$ cat src/rtl/seq_shift_pkg.sv
// Shared definitions for the iterative shift-and-extend unit:
// op codes, FSM state encoding and a constant clog2 helper.
package seq_shift_pkg;

  localparam int unsigned OP_W = 3;

  localparam logic [OP_W-1:0] OP_SLL  = 3'b000;
  localparam logic [OP_W-1:0] OP_SRL  = 3'b001;
  localparam logic [OP_W-1:0] OP_SRA  = 3'b010;
  localparam logic [OP_W-1:0] OP_ZEXT = 3'b011;
  localparam logic [OP_W-1:0] OP_SEXT = 3'b100;
  localparam logic [OP_W-1:0] OP_ROR  = 3'b101;

  typedef enum logic [1:0] {
    ST_IDLE  = 2'd0,
    ST_SHIFT = 2'd1,
    ST_DONE  = 2'd2
  } state_t;

  // Number of bits needed to index 'value' positions (clog2(1) = 0).
  function automatic int unsigned clog2(input int unsigned value);
    int unsigned res;
    res = 0;
    for (int unsigned v = value - 1; v > 0; v = v >> 1) begin
      res = res + 1;
    end
    return res;
  endfunction

endpackage

$ cat src/rtl/imm_extend.sv
// Combinational immediate extension: zero-extend, or sign-extend when
// sign_sel is set, from IMM_W to WIDTH bits.
module imm_extend #(
  parameter int unsigned IMM_W = 16,
  parameter int unsigned WIDTH = 32
) (
  input  logic [IMM_W-1:0] imm,
  input  logic             sign_sel,
  output logic [WIDTH-1:0] imm_ext_c
);

  localparam int unsigned PAD_W = WIDTH - IMM_W;

  // Replicate either zero or the immediate MSB into the upper bits.
  always_comb begin
    imm_ext_c = {{PAD_W{sign_sel & imm[IMM_W-1]}}, imm};
  end

endmodule

$ cat src/rtl/seq_shift_extend.sv
// Iterative shift-and-extend unit. Shifts a register operand or an
// extended immediate by a runtime amount, STEP bit positions per cycle,
// under a start/done handshake.
// Optional feature macro: SEQ_SHIFT_ROTATE_EN enables op 101 (rotate right);
// without it op 101 is treated as illegal and no rotate path exists.
module seq_shift_extend
  import seq_shift_pkg::*;
#(
  parameter  int unsigned WIDTH = 32,
  parameter  int unsigned IMM_W = 16,
  parameter  int unsigned STEP  = 1,
  localparam int unsigned SHW   = clog2(WIDTH)
) (
  input  logic             clk,
  input  logic             rst,
  input  logic             start,
  input  logic [2:0]       op,
  input  logic [WIDTH-1:0] data_in,
  input  logic [IMM_W-1:0] imm_in,
  input  logic [SHW-1:0]   shamt,
  output logic             busy,
  output logic             done,
  output logic [WIDTH-1:0] result
);

  // One extra bit so STEP = WIDTH is representable in the counter domain.
  localparam int unsigned CNT_W = SHW + 1;
  localparam logic [CNT_W-1:0] STEP_C = CNT_W'(STEP);

`ifdef SEQ_SHIFT_ROTATE_EN
  localparam bit ROR_EN = 1'b1;
`else
  localparam bit ROR_EN = 1'b0;
`endif

  state_t           state;
  logic [2:0]       op_q;
  logic [WIDTH-1:0] acc_q;
  logic [CNT_W-1:0] cnt_q;
  logic             sign_q;

  logic             sign_sel_c;
  logic [WIDTH-1:0] imm_ext_c;
  logic [WIDTH-1:0] load_c;
  logic             legal_c;
  logic [CNT_W-1:0] k_c;
  logic [WIDTH-1:0] acc_next_c;

  // Immediate is sign-extended only for SEXT.
  always_comb begin
    sign_sel_c = (op == OP_SEXT);
  end

  imm_extend #(
    .IMM_W (IMM_W),
    .WIDTH (WIDTH)
  ) u_imm_extend (
    .imm       (imm_in),
    .sign_sel  (sign_sel_c),
    .imm_ext_c (imm_ext_c)
  );

  // Select the initial accumulator value and classify the op code.
  always_comb begin
    load_c  = data_in;
    legal_c = 1'b0;
    case (op)
      OP_SLL, OP_SRL, OP_SRA: legal_c = 1'b1;
      OP_ZEXT, OP_SEXT: begin
        legal_c = 1'b1;
        load_c  = imm_ext_c;
      end
      OP_ROR:  legal_c = ROR_EN;
      default: legal_c = 1'b0;
    endcase
  end

  // One iteration of the shift: k = min(STEP, remaining) positions.
  always_comb begin
    k_c        = (cnt_q < STEP_C) ? cnt_q : STEP_C;
    acc_next_c = acc_q;
    case (op_q)
      OP_SLL, OP_ZEXT, OP_SEXT: acc_next_c = acc_q << k_c;
      OP_SRL:                   acc_next_c = acc_q >> k_c;
      OP_SRA:                   acc_next_c = WIDTH'({{WIDTH{sign_q}}, acc_q} >> k_c);
`ifdef SEQ_SHIFT_ROTATE_EN
      OP_ROR:                   acc_next_c = WIDTH'({acc_q, acc_q} >> k_c);
`endif
      default:                  acc_next_c = acc_q;
    endcase
  end

  // Control FSM with registered busy/done/result and the datapath registers.
  always_ff @(posedge clk) begin
    if (rst) begin
      state  <= ST_IDLE;
      busy   <= 1'b0;
      done   <= 1'b0;
      result <= '0;
      op_q   <= '0;
      acc_q  <= '0;
      cnt_q  <= '0;
      sign_q <= 1'b0;
    end else begin
      done <= 1'b0;
      case (state)
        ST_IDLE: begin
          if (start) begin
            op_q   <= op;
            cnt_q  <= CNT_W'(shamt);
            acc_q  <= load_c;
            sign_q <= load_c[WIDTH-1];
            busy   <= 1'b1;
            if ((shamt == '0) || !legal_c) begin
              result <= load_c;
              done   <= 1'b1;
              state  <= ST_DONE;
            end else begin
              state  <= ST_SHIFT;
            end
          end
        end
        ST_SHIFT: begin
          acc_q <= acc_next_c;
          cnt_q <= cnt_q - k_c;
          if (cnt_q <= STEP_C) begin
            result <= acc_next_c;
            done   <= 1'b1;
            state  <= ST_DONE;
          end
        end
        ST_DONE: begin
          busy  <= 1'b0;
          state <= ST_IDLE;
        end
        default: begin
          busy  <= 1'b0;
          state <= ST_IDLE;
        end
      endcase
    end
  end

endmodule

$ cat config.mk
export PLATFORM = sky130hd
export DESIGN_NAME = seq_shift_extend
export DESIGN_NICKNAME = d
export VERILOG_FILES = /design/src/rtl/seq_shift_pkg.sv /design/src/rtl/imm_extend.sv /design/src/rtl/seq_shift_extend.sv
export SDC_FILE = /design/constraint.sdc
export NUM_CORES = 1
export LEC_CHECK = 0
export ABC_AREA = 0
export BUFFER_PORTS_ARGS = -buffer_cell sky130_fd_sc_hd__buf_2
export CORE_AREA = 2 2 88 111
export CTS_BUF_LIST = sky130_fd_sc_hd__clkbuf_16
export CTS_CLUSTER_DIAMETER = 120
export DETAILED_ROUTE_END_ITERATION = 10
export DIE_AREA = 0 0 90 113
export GPL_ROUTABILITY_DRIVEN = 0
export GPL_TIMING_DRIVEN = 0
export PLACE_DENSITY = 0.79
export SLEW_MARGIN = 10
export SYNTH_ARGS = -nofsm -noshare
export SYNTH_HDL_FRONTEND = slang
export SYNTH_SLANG_ARGS = --single-unit
$ cat constraint.sdc
create_clock -name clk -period 2.3 [get_ports clk]
set_input_delay 0.46 -clock clk [delete_from_list [all_inputs] [get_ports clk]]
set_output_delay 0.46 -clock clk [all_outputs]
set_load 0.005 [all_outputs]
==> results of run 1 <==
-- power breakdown --
part	total [mW]	switching, mW	internal (mW)	leakage, nW
registers	1.78	0.205	1.58	0.645
logic	1.83	1.11	0.717	1.64
clock network	1.52	0.580	0.942	0.150
-- final timing paths --
| check | to | start |
|---|---|---|
| max | result[13]$_SDFFE_PP0P_ | state[1]$_SDFFE_PP0P_ |
| min | cnt_q[2]$_SDFFE_PP0P_ | shamt[2] |
| max reg2reg | result[13]$_SDFFE_PP0P_ | state[1]$_SDFFE_PP0P_ |
| min reg2reg | sign_q$_SDFFE_PP0P_ | sign_q$_SDFFE_PP0P_ |
-- cell usage after synthesis (14+ instances only) --
| library cell | n | area, um^2 |
|---|---|---|
| dfxtp_1 | 78 | 1560 |
| buf_2 | 18 | 90.1 |
| o221ai_1 | 30 | 263 |
| nor2_1 | 90 | 338 |
| o22ai_1 | 17 | 106 |
| a311oi_1 | 27 | 236 |
| a211o_1 | 14 | 123 |
| nor3b_1 | 16 | 120 |
| o21ai_0 | 48 | 240 |
| clkbuf_1 | 32 | 120 |
| a21oi_1 | 38 | 190 |
| nand2_1 | 43 | 161 |
| o211ai_1 | 16 | 120 |
| or3_1 | 15 | 93.8 |
-- layer usage --
metal / up-vias / track usage
li1: 2603 / -
met1: 2621 / 0.350
met2: 297 / 0.556
met3: 56 / 0.0519
met4: 0 / 0.166
met5: - / 0
-- worst register-to-register path: cells and delay by family (launching register included) --
kind                   cells  cell delay [ns]
buffers and inverters      3             0.65
AND/OR/NAND/NOR            2             0.53
flip-flops                 1             0.31
AO/OA/AOI/OAI              3             0.52
-- repair_timing --
action,CTS,global route
resized for setup,0,3
endpoints found under the setup margin,0,8
hold buffers,0,0
-- final cells by class --
type,instances,area share
multi-input cells,474,0.512
flip-flops and latches,78,0.268
plain buffers,65,0.0568
clock buffers,9,0.0387
inverters,7,0.00452
repair buffers,91,0.0783
well taps,123,0.0265
clock inverters,7,0.0153
-- placed cells by master, fill, tap and decap left out, drive strengths merged, types with 3 or more instances in the layout --
cell type  instances
a21oi             39
nand2             43
o21bai             3
a221oi             4
a2111oi           13
a21o              12
nor3               9
nor3b             16
or3               15
a211oi             8
a211o             14
o21ai             51
clkinv             5
inv                6
a311oi            30
nand3b             5
o221ai            30
o211ai            16
nor2              92
and2               3
o22ai             18
o211a             13
buf              122
clkbuf            43
dfxtp             78
nand2b             8
-- stage by stage --
stage | TNS (ns) | utilization | hold slack (ns) | setup slack (ns)
final | 0 | 0.641 | 0.412 | 0.164
after global routing | 0 | 0.641 | 0.452 | 0.0172
after CTS | 0 | 0.640 | 0.405 | 0.120
after detailed placement | -0.0624 | 0.606 | 0.456 | -0.0427
after global placement | 0 | 0.606 | 0.440 | 0.0200
after floorplan | 0 | - | 0.433 | 0.389
-- sequential cells by signal (all words and copies together) (netlist names) --
signal  flops
acc_q      32
result     32
cnt_q       6
op_q        3
state       2
busy        1
done        1
sign_q      1
-- kinds of logic after synthesis --
kind of cell,count (synthesis),share of synthesized area
AO/OA/AOI/OAI,267,0.402
adder cells (fa/ha/maj),1,0.00256
buffers and inverters,72,0.0727
XOR/XNOR,2,0.00358
multiplexers,1,0.00230
flip-flops,78,0.319
AND/OR/NAND/NOR,203,0.198
==> reports/metrics.csv, run 1 <==
stage,metric,value,unit
global_route,grt_max_degree,14,
power,peakVddDrop,544,uV
layout,multi_input_area,0.00298,mm^2
sta,rsz0062_at_grt,no,
global_route,track_usage,0.309,
sta,max_freq,0.468,GHz
yosys,synthCells,624,
power,powerDensity,882,mW/mm^2
routing,postRouteAntennaNets,0,
yosys,syn-cell-area,0.00489,mm^2
sta,finalSetupViolCount,0,
setup_path,cp.depth,8,
global_route,antenna_found_initial,0,
global_route,gr-total-overflow,0,
sta,fin_skew,0.00854,ns
routing,wl_per_cell,18.7,um
setup_path,max_stage_delay,0.31,ns
floorplanning,io_pins,93,
sta,period_minus_slack,2.14,ns
layout,antenna_cells,0,
setup_path,rr_worst_depth,8,
clocking,clock_latency,0.35,ns
setup_path,cpMaxStageDelayCell,dfxtp_1,
layout,layout.cells.non_filler,854,
routing,vias,5577,
yosys,syn-num-nets,684,
routing,wirelength,16000,um
setup_path,crit_buf_inv,3,
clocking,clock-root-buffer,clkbuf_16,
yosys,async_flop_share,0,
run,cap_violations,0,
setup_path,crit_top_cell,buf_4,
clocking,cts_max_path_buffers,2,
global_route,grt_pass1_vias,5285,
placed_design,dp_hpwl,11800,um
routing,wl_met3,1040,um
floorplanning,core_area,0.00908,mm^2
routing,drt_iter0_markers,485,
clocking,cts_buffers,9,
yosys,synth.avg_cell_area,7.83,um^2
routing,post_drt_via_cell_ratio,6.53,
placed_design,placedInstanceArea,0.00550,mm^2
floorplanning,die_area,0.0102,mm^2
clocking,post_cts_buffers,0,
clocking,cts.clk_slew.worst_paths,0.06,ns
routing,highest_layer,met4,
routing,wl_met1,6170,um
clocking,cts_tree,built,
layout,fillCellCount,826,
floorplanning,die_w,90,um
floorplanning,die_h,113,um
clocking,htree_levels,3,
routing,drc,0,
routing,met2WireLength,8010,um
setup_path,required,2.54,ns
sta,period_share,0.929,
worst_hold_path,min_path_cells,3,
yosys,ys.flop_type,dfxtp_1,
outcome,status,"complete, no violations",
power,report.power.total,5.13,mW
sta,finalHoldViolations,0,
setup_path,crit_path_end_kind,flop,
floorplanning,start_util,0.539,
layout,drive_gt1_frac,0.211,
layout,synthToLayoutAreaGrowth,19.0,%
setup_path,startpoint_type,flop,
layout,fin_area,0.00582,mm^2
layout,seqCellArea,0.00156,mm^2
setup_path,regToRegSetupSlack,0.16,ns
placed_design,dp_cells,838,
power,total_leakage_power,2.44,nW
setup_path,worstPathMaxFanout,10,
setup_path,worst-setup-path-type,reg -> reg,
yosys,ys_seq_elements,78,
setup_path,arrival,2.37,ns
global_route,grt_pass1_wl,25700,um
sta,worst_pin_slew,0.678,ns
setup_path,path_cells,clkbuf_2 -> nand2b_1 -> nand2_1 -> o22ai_2 -> buf_4 -> buf_4 -> o221ai_1 -> o211a_1,
yosys,ys_types,64,
clocking,clock_sinks,78,
placed_design,io_buffers,91,
routing,drtPass1Iterations,5,
sta,drv_slew,0,
yosys,ys_seq_area_frac,0.319,
yosys,synth-edff-count,0,
yosys,synth_warnings,0,
floorplanning,num_rows,39,
setup_path,cp_top_family,buffers and inverters,
layout,fin_nets,786,
worst_hold_path,hp-class,in -> reg,
sta,max_slew_margin,0.545,
Note: power is estimated with default switching activity, not from simulation.
==> inputs of run 2 (changes only) <==
Settings changed: BUFFER_PORTS_ARGS -buffer_cell sky130_fd_sc_hd__buf_2 to unset, DONT_BUFFER_PORTS set to 1, PLACE_DENSITY 0.79 to 0.69.
==> reports/metrics.csv, run 2 (synthesis results as in run 1) <==
stage,metric,value,unit
layout,fillCellCount,873,
floorplanning,die_w,90,um
clocking,clock_latency,0.34,ns
setup_path,crit_path_end_kind,flop,
global_route,grt_max_degree,14,
routing,drtPass1Iterations,5,
routing,wirelength,16300,um
setup_path,worstPathMaxFanout,10,
clocking,htree_levels,3,
setup_path,cp_top_family,compound AO/OA/AOI/OAI gates,
placed_design,io_buffers,0,
sta,max_slew_margin,0.576,
clocking,cts_resized,0,
routing,post_drt_via_cell_ratio,6.87,
clocking,clock_sinks,78,
layout,largestRegisters,"acc_q x32, result x32, cnt_q x6",
layout,fin_area,0.00537,mm^2
sta,drv_slew,0,
routing,wl_per_cell,21.3,um
global_route,track_usage,0.315,
sta,period_share,0.965,
layout,drive_gt1_frac,0.102,
sta,setup_slack,0.0815,ns
clocking,cts_buffers,9,
sta,rsz0062_at_grt,no,
setup_path,path_cells,o21ai_2 -> a21boi_2 -> clkbuf_1 -> o21ai_0 -> o221ai_1 -> o211a_1,
sta,worst_pin_slew,0.632,ns
worst_hold_path,hold_path.startpoint,shamt[2],
setup_path,worst-setup-path-type,reg -> reg,
sta,finalSetupViolCount,0,
placed_design,dp_hpwl,11900,um
setup_path,max_stage_delay,0.42,ns
setup_path,crit_buf_inv,1,
floorplanning,start_util,0.539,
routing,drc,0,
sta,tns,0,ns
floorplanning,core_area,0.00908,mm^2
setup_path,cpMaxStageDelayCell,clkbuf_1,
floorplanning,die_h,113,um
routing,postRouteAntennaNets,0,
setup_path,crit_path_start,op_q[0]$_SDFFE_PP0P_,
outcome,status,"complete, no violations",
setup_path,startpoint_type,flop,
sta,max_freq,0.451,GHz
global_route,antenna_found_initial,0,
setup_path,arrival,2.50,ns
sta,finalHoldViolations,0,
routing,drt_iter0_markers,593,
clocking,cts.clk_slew.worst_paths,0.06,ns
placed_design,dp_slack,0.0886,ns
floorplanning,num_rows,39,
clocking,post_cts_buffers,0,
sta,holdWs,0.293,ns
clocking,clock-root-buffer,clkbuf_16,
global_route,grt_pass1_wl,26100,um
sta,fin_skew,0.00774,ns
clocking,cts_max_path_buffers,2,
layout,final_cell_mix,"nor2_1, dfxtp_1, o21ai_0",
sta,period_minus_slack,2.22,ns
layout,synthToLayoutAreaGrowth,9.93,%
global_route,grt_pass1_vias,5159,
floorplanning,io_pins,93,
run,cap_violations,0,
power,peakVddDrop,455,uV
layout,antenna_cells,0,
power,total_leakage_power,2.04,nW
setup_path,reg2reg_from,op_q[0]$_SDFFE_PP0P_,
setup_path,required,2.58,ns
worst_hold_path,hp-class,in -> reg,
layout,final_common_cell,nor2_1,
layout,fin_nets,695,
power,report.power.total,5.02,mW
placed_design,placedInstanceArea,0.00504,mm^2
global_route,gr-total-overflow,0,
power,powerDensity,934,mW/mm^2
floorplanning,die_area,0.0102,mm^2
clocking,cts_tree,built,
clocking,hold_buffers,0,
setup_path,regToRegSetupSlack,0.08,ns
routing,vias,5240,
==> run 2: changes by cell type in the layout (fill, tap and decap cells not counted), sizes merged <==
| cell | delta |
|---|---|
| clkinv | -3 |
| buf | -91 |
| clkinvlp | +2 |
| inv | +1 |
==> run 2: worst reg2reg max path, stage by stage, from the launching register on <==
cell and delay (ns):
dfxtp_1 0.35, o21ai_2 0.36, a21boi_2 0.38, clkbuf_1 0.42
o21ai_0 0.16, o221ai_1 0.30, o211a_1 0.19
==> run 2: where the power goes <==
| group | switching, mW | leakage, nW | internal, mW | total, mW |
|---|---|---|---|---|
| registers | 0.235 | 0.645 | 1.58 | 1.81 |
| logic | 1.06 | 1.25 | 0.625 | 1.68 |
| clock network | 0.581 | 0.147 | 0.943 | 1.52 |
| total | 1.87 | 2.04 | 3.15 | 5.02 |
==> run 2: path summary, 6_finish.rpt <==
path | endpoint | depth (start not counted)
worst max-delay path | result[12]$_SDFFE_PP0P_ | 6
worst min-delay path | cnt_q[2]$_SDFFE_PP0P_ | 2
worst max register to register | result[12]$_SDFFE_PP0P_ | 6
worst min register to register | sign_q$_SDFFE_PP0P_ | 2
==> run 2: layout make-up <==
cell class / instances / area (um^2) / area share
Buffer: 65 / 330 / 0.0615
Clock buffer: 9 / 225 / 0.0419
Clock inverter: 7 / 90.1 / 0.0168
Inverter: 7 / 26.3 / 0.00489
Multi-Input combinational cell: 474 / 2990 / 0.556
Sequential cell: 78 / 1560 / 0.291
Tap cell: 123 / 154 / 0.0286
==> run 2: metal layers <==
metal	share of wire	vias to the layer above	routed length, um	track usage
li1	-	2421	-	-
met1	0.38	2514	6220	0.351
met2	0.51	255	8290	0.571
met3	0.062	50	1010	0.0473
met4	0.046	0	746	0.185
met5	0	-	0	0
==> run 2: through the flow <==
| step | utilization | cells |
|---|---|---|
| 6_report | 0.592 | 763 |
| 5_1_grt | 0.592 | 763 |
| 4_1_cts | 0.590 | 763 |
| 3_5_place_dp | 0.556 | 747 |
| 3_3_place_gp | 0.556 | 747 |
| 2_1_floorplan | - | 624 |
==> inputs of run 3 (changes only) <==
Settings changed: BUFFER_PORTS_ARGS set to -buffer_cell sky130_fd_sc_hd__buf_2, CORE_AREA 2 2 88 111 to 2 2 93 117, DIE_AREA 0 0 90 113 to 0 0 95 119, DONT_BUFFER_PORTS 1 to unset, PLACE_DENSITY 0.69 to 0.71, RECOVER_POWER set to 100.
==> reports/metrics.csv, run 3 (synthesis results as in run 1) <==
stage,metric,value,unit
outcome,status,"complete, no violations",
sta,holdWs,0.413,ns
clocking,cts_max_path_buffers,2,
power,peakVddDrop,424,uV
routing,wl_per_cell,19.0,um
setup_path,cp.depth,9,
routing,drtPass1Iterations,6,
clocking,clock_latency,0.35,ns
placed_design,io_buffers,91,
clocking,cts_buffers,9,
clocking,post_cts_buffers,0,
power,total_leakage_power,2.39,nW
clocking,htree_levels,3,
sta,worst_pin_slew,0.663,ns
worst_hold_path,hold_path.startpoint,shamt[2],
layout,drive_gt1_frac,0.189,
layout,fin_nets,786,
global_route,grt_pass1_vias,5239,
clocking,clock_sinks,78,
sta,period_share,0.935,
setup_path,reg2reg_to,result[13]$_SDFFE_PP0P_,
placed_design,dp_hpwl,12100,um
layout,largestRegisters,"acc_q x32, result x32, cnt_q x6",
setup_path,worstPathMaxFanout,10,
setup_path,crit_top_cell,buf_4,
setup_path,arrival,2.39,ns
routing,drt_iter0_markers,440,
floorplanning,core_area,0.0104,mm^2
setup_path,path_cells,buf_2 -> clkbuf_1 -> o21ai_0 -> o21a_1 -> o22ai_1 -> buf_4 -> buf_4 -> o221ai_1 -> o211a_1,
global_route,antenna_found_initial,0,
floorplanning,start_util,0.472,
clocking,cts_tree,built,
sta,max_slew_margin,0.555,
routing,wirelength,16400,um
sta,max_freq,0.465,GHz
routing,vias,5577,
clocking,clock-root-buffer,clkbuf_16,
clocking,cts.clk_slew.worst_paths,0.06,ns
routing,postRouteAntennaNets,0,
floorplanning,die_h,119,um
setup_path,rr_worst_depth,8,
sta,finalSetupViolCount,0,
layout,antenna_cells,0,
setup_path,cpMaxStageDelayCell,clkbuf_1,
sta,finalHoldViolations,0,
sta,setup_slack,0.150,ns
setup_path,reg2reg_from,state[1]$_SDFFE_PP0P_,
global_route,track_usage,0.293,
floorplanning,die_area,0.0113,mm^2
layout,final_cell_mix,"buf_2, nor2_1, dfxtp_1",
sta,drv_slew,0,
setup_path,cp_top_family,compound AO/OA/AOI/OAI gates,
routing,post_drt_via_cell_ratio,6.46,
setup_path,setup.worst_path.end,result[13]$_SDFFE_PP0P_,
setup_path,required,2.54,ns
worst_hold_path,hp-class,in -> reg,
sta,rsz0062_at_grt,no,
sta,period_minus_slack,2.15,ns
routing,drc,0,
floorplanning,die_w,95,um
setup_path,crit_buf_inv,4,
global_route,gr-total-overflow,0,
setup_path,regToRegSetupSlack,0.15,ns
placed_design,dp_slack,-0.00674,ns
layout,synthToLayoutAreaGrowth,19.0,%
global_route,grt_pass1_wl,26000,um
layout,utilization,0.562,
run,cap_violations,0,
setup_path,max_stage_delay,0.31,ns
global_route,grt_max_degree,14,
setup_path,startpoint_type,input port,
power,powerDensity,899,mW/mm^2
layout,final_common_cell,buf_2,
setup_path,crit_path_end_kind,flop,
setup_path,worst-setup-path-type,in -> reg,
setup_path,crit_path_start,op[1],
floorplanning,io_pins,93,
floorplanning,num_rows,42,
sta,fin_skew,0.00923,ns
==> run 3: cell types whose count changed in the layout (fill, tap and decap cells not counted), sizes merged <==
| cell | before | now |
|---|---|---|
| buf | 31 | 102 |
| clkinv | 2 | 5 |
| clkbuf | 43 | 63 |
| clkinvlp | 3 | 0 |
| bufinv | 2 | 3 |
| inv | 7 | 6 |
==> run 3: final cells by class <==
cell class / instances / area, um^2
Clock inverter: 7 / 113
Buffer: 65 / 323
Fill cell: 985 / 4540
Clock buffer: 9 / 225
Multi-Input combinational cell: 474 / 2960
Sequential cell: 78 / 1560
Inverter: 7 / 26.3
Tap cell: 132 / 165
Timing Repair Buffer: 91 / 439
==> run 3: metal layers <==
metal	vias to the layer above	routed length, um	global-route usage
li1	2606	-	-
met1	2636	6320	0.339
met2	283	8030	0.500
met3	52	1120	0.0474
met4	0	960	0.175
met5	-	0	0
==> run 3: where the power goes <==
part           internal, mW  switching, mW
sequential             1.58          0.204
combinational         0.702           1.12
clock                  1.05          0.572
==> run 3: worst min-delay path, stage by stage <==
cell and delay [ns]:
buf_2 0.10, a221oi_1 0.08, nor2_1 0.08
==> run 3: worst min path at each step <==
stage / end / slack, ns / cells past startpoint
floorplan: sign_q$_SDFFE_PP0P_ / 0.43 / 2
global placement: sign_q$_SDFFE_PP0P_ / 0.44 / 2
detailed placement: sign_q$_SDFFE_PP0P_ / 0.46 / 2
CTS: cnt_q[2]$_SDFFE_PP0P_ / 0.41 / 3
global route: cnt_q[2]$_SDFFE_PP0P_ / 0.42 / 3
finish: cnt_q[2]$_SDFFE_PP0P_ / 0.41 / 3
==> run 3: metrics by stage <==
step | cell area, um^2 | cells | total power, mW | TNS, ns
6_report | 5820 | 863 | 5.23 | 0
5_1_grt | 5820 | 863 | 5.48 | 0
4_1_cts | 5850 | 863 | 5.21 | 0
3_5_place_dp | 5510 | 847 | 3.58 | -0.00674
3_3_place_gp | 5510 | 847 | 3.53 | -0.000185
2_1_floorplan | 4890 | 624 | 3.00 | 0
==> run 3: timing repair <==
| action | 4_1_cts | 5_1_grt |
|---|---|---|
| hold buffers | 0 | 0 |
| endpoints found under the setup margin | 0 | 3 |
| gates resized for setup | 0 | 3 |
| hold endpoints to repair | 0 | 0 |
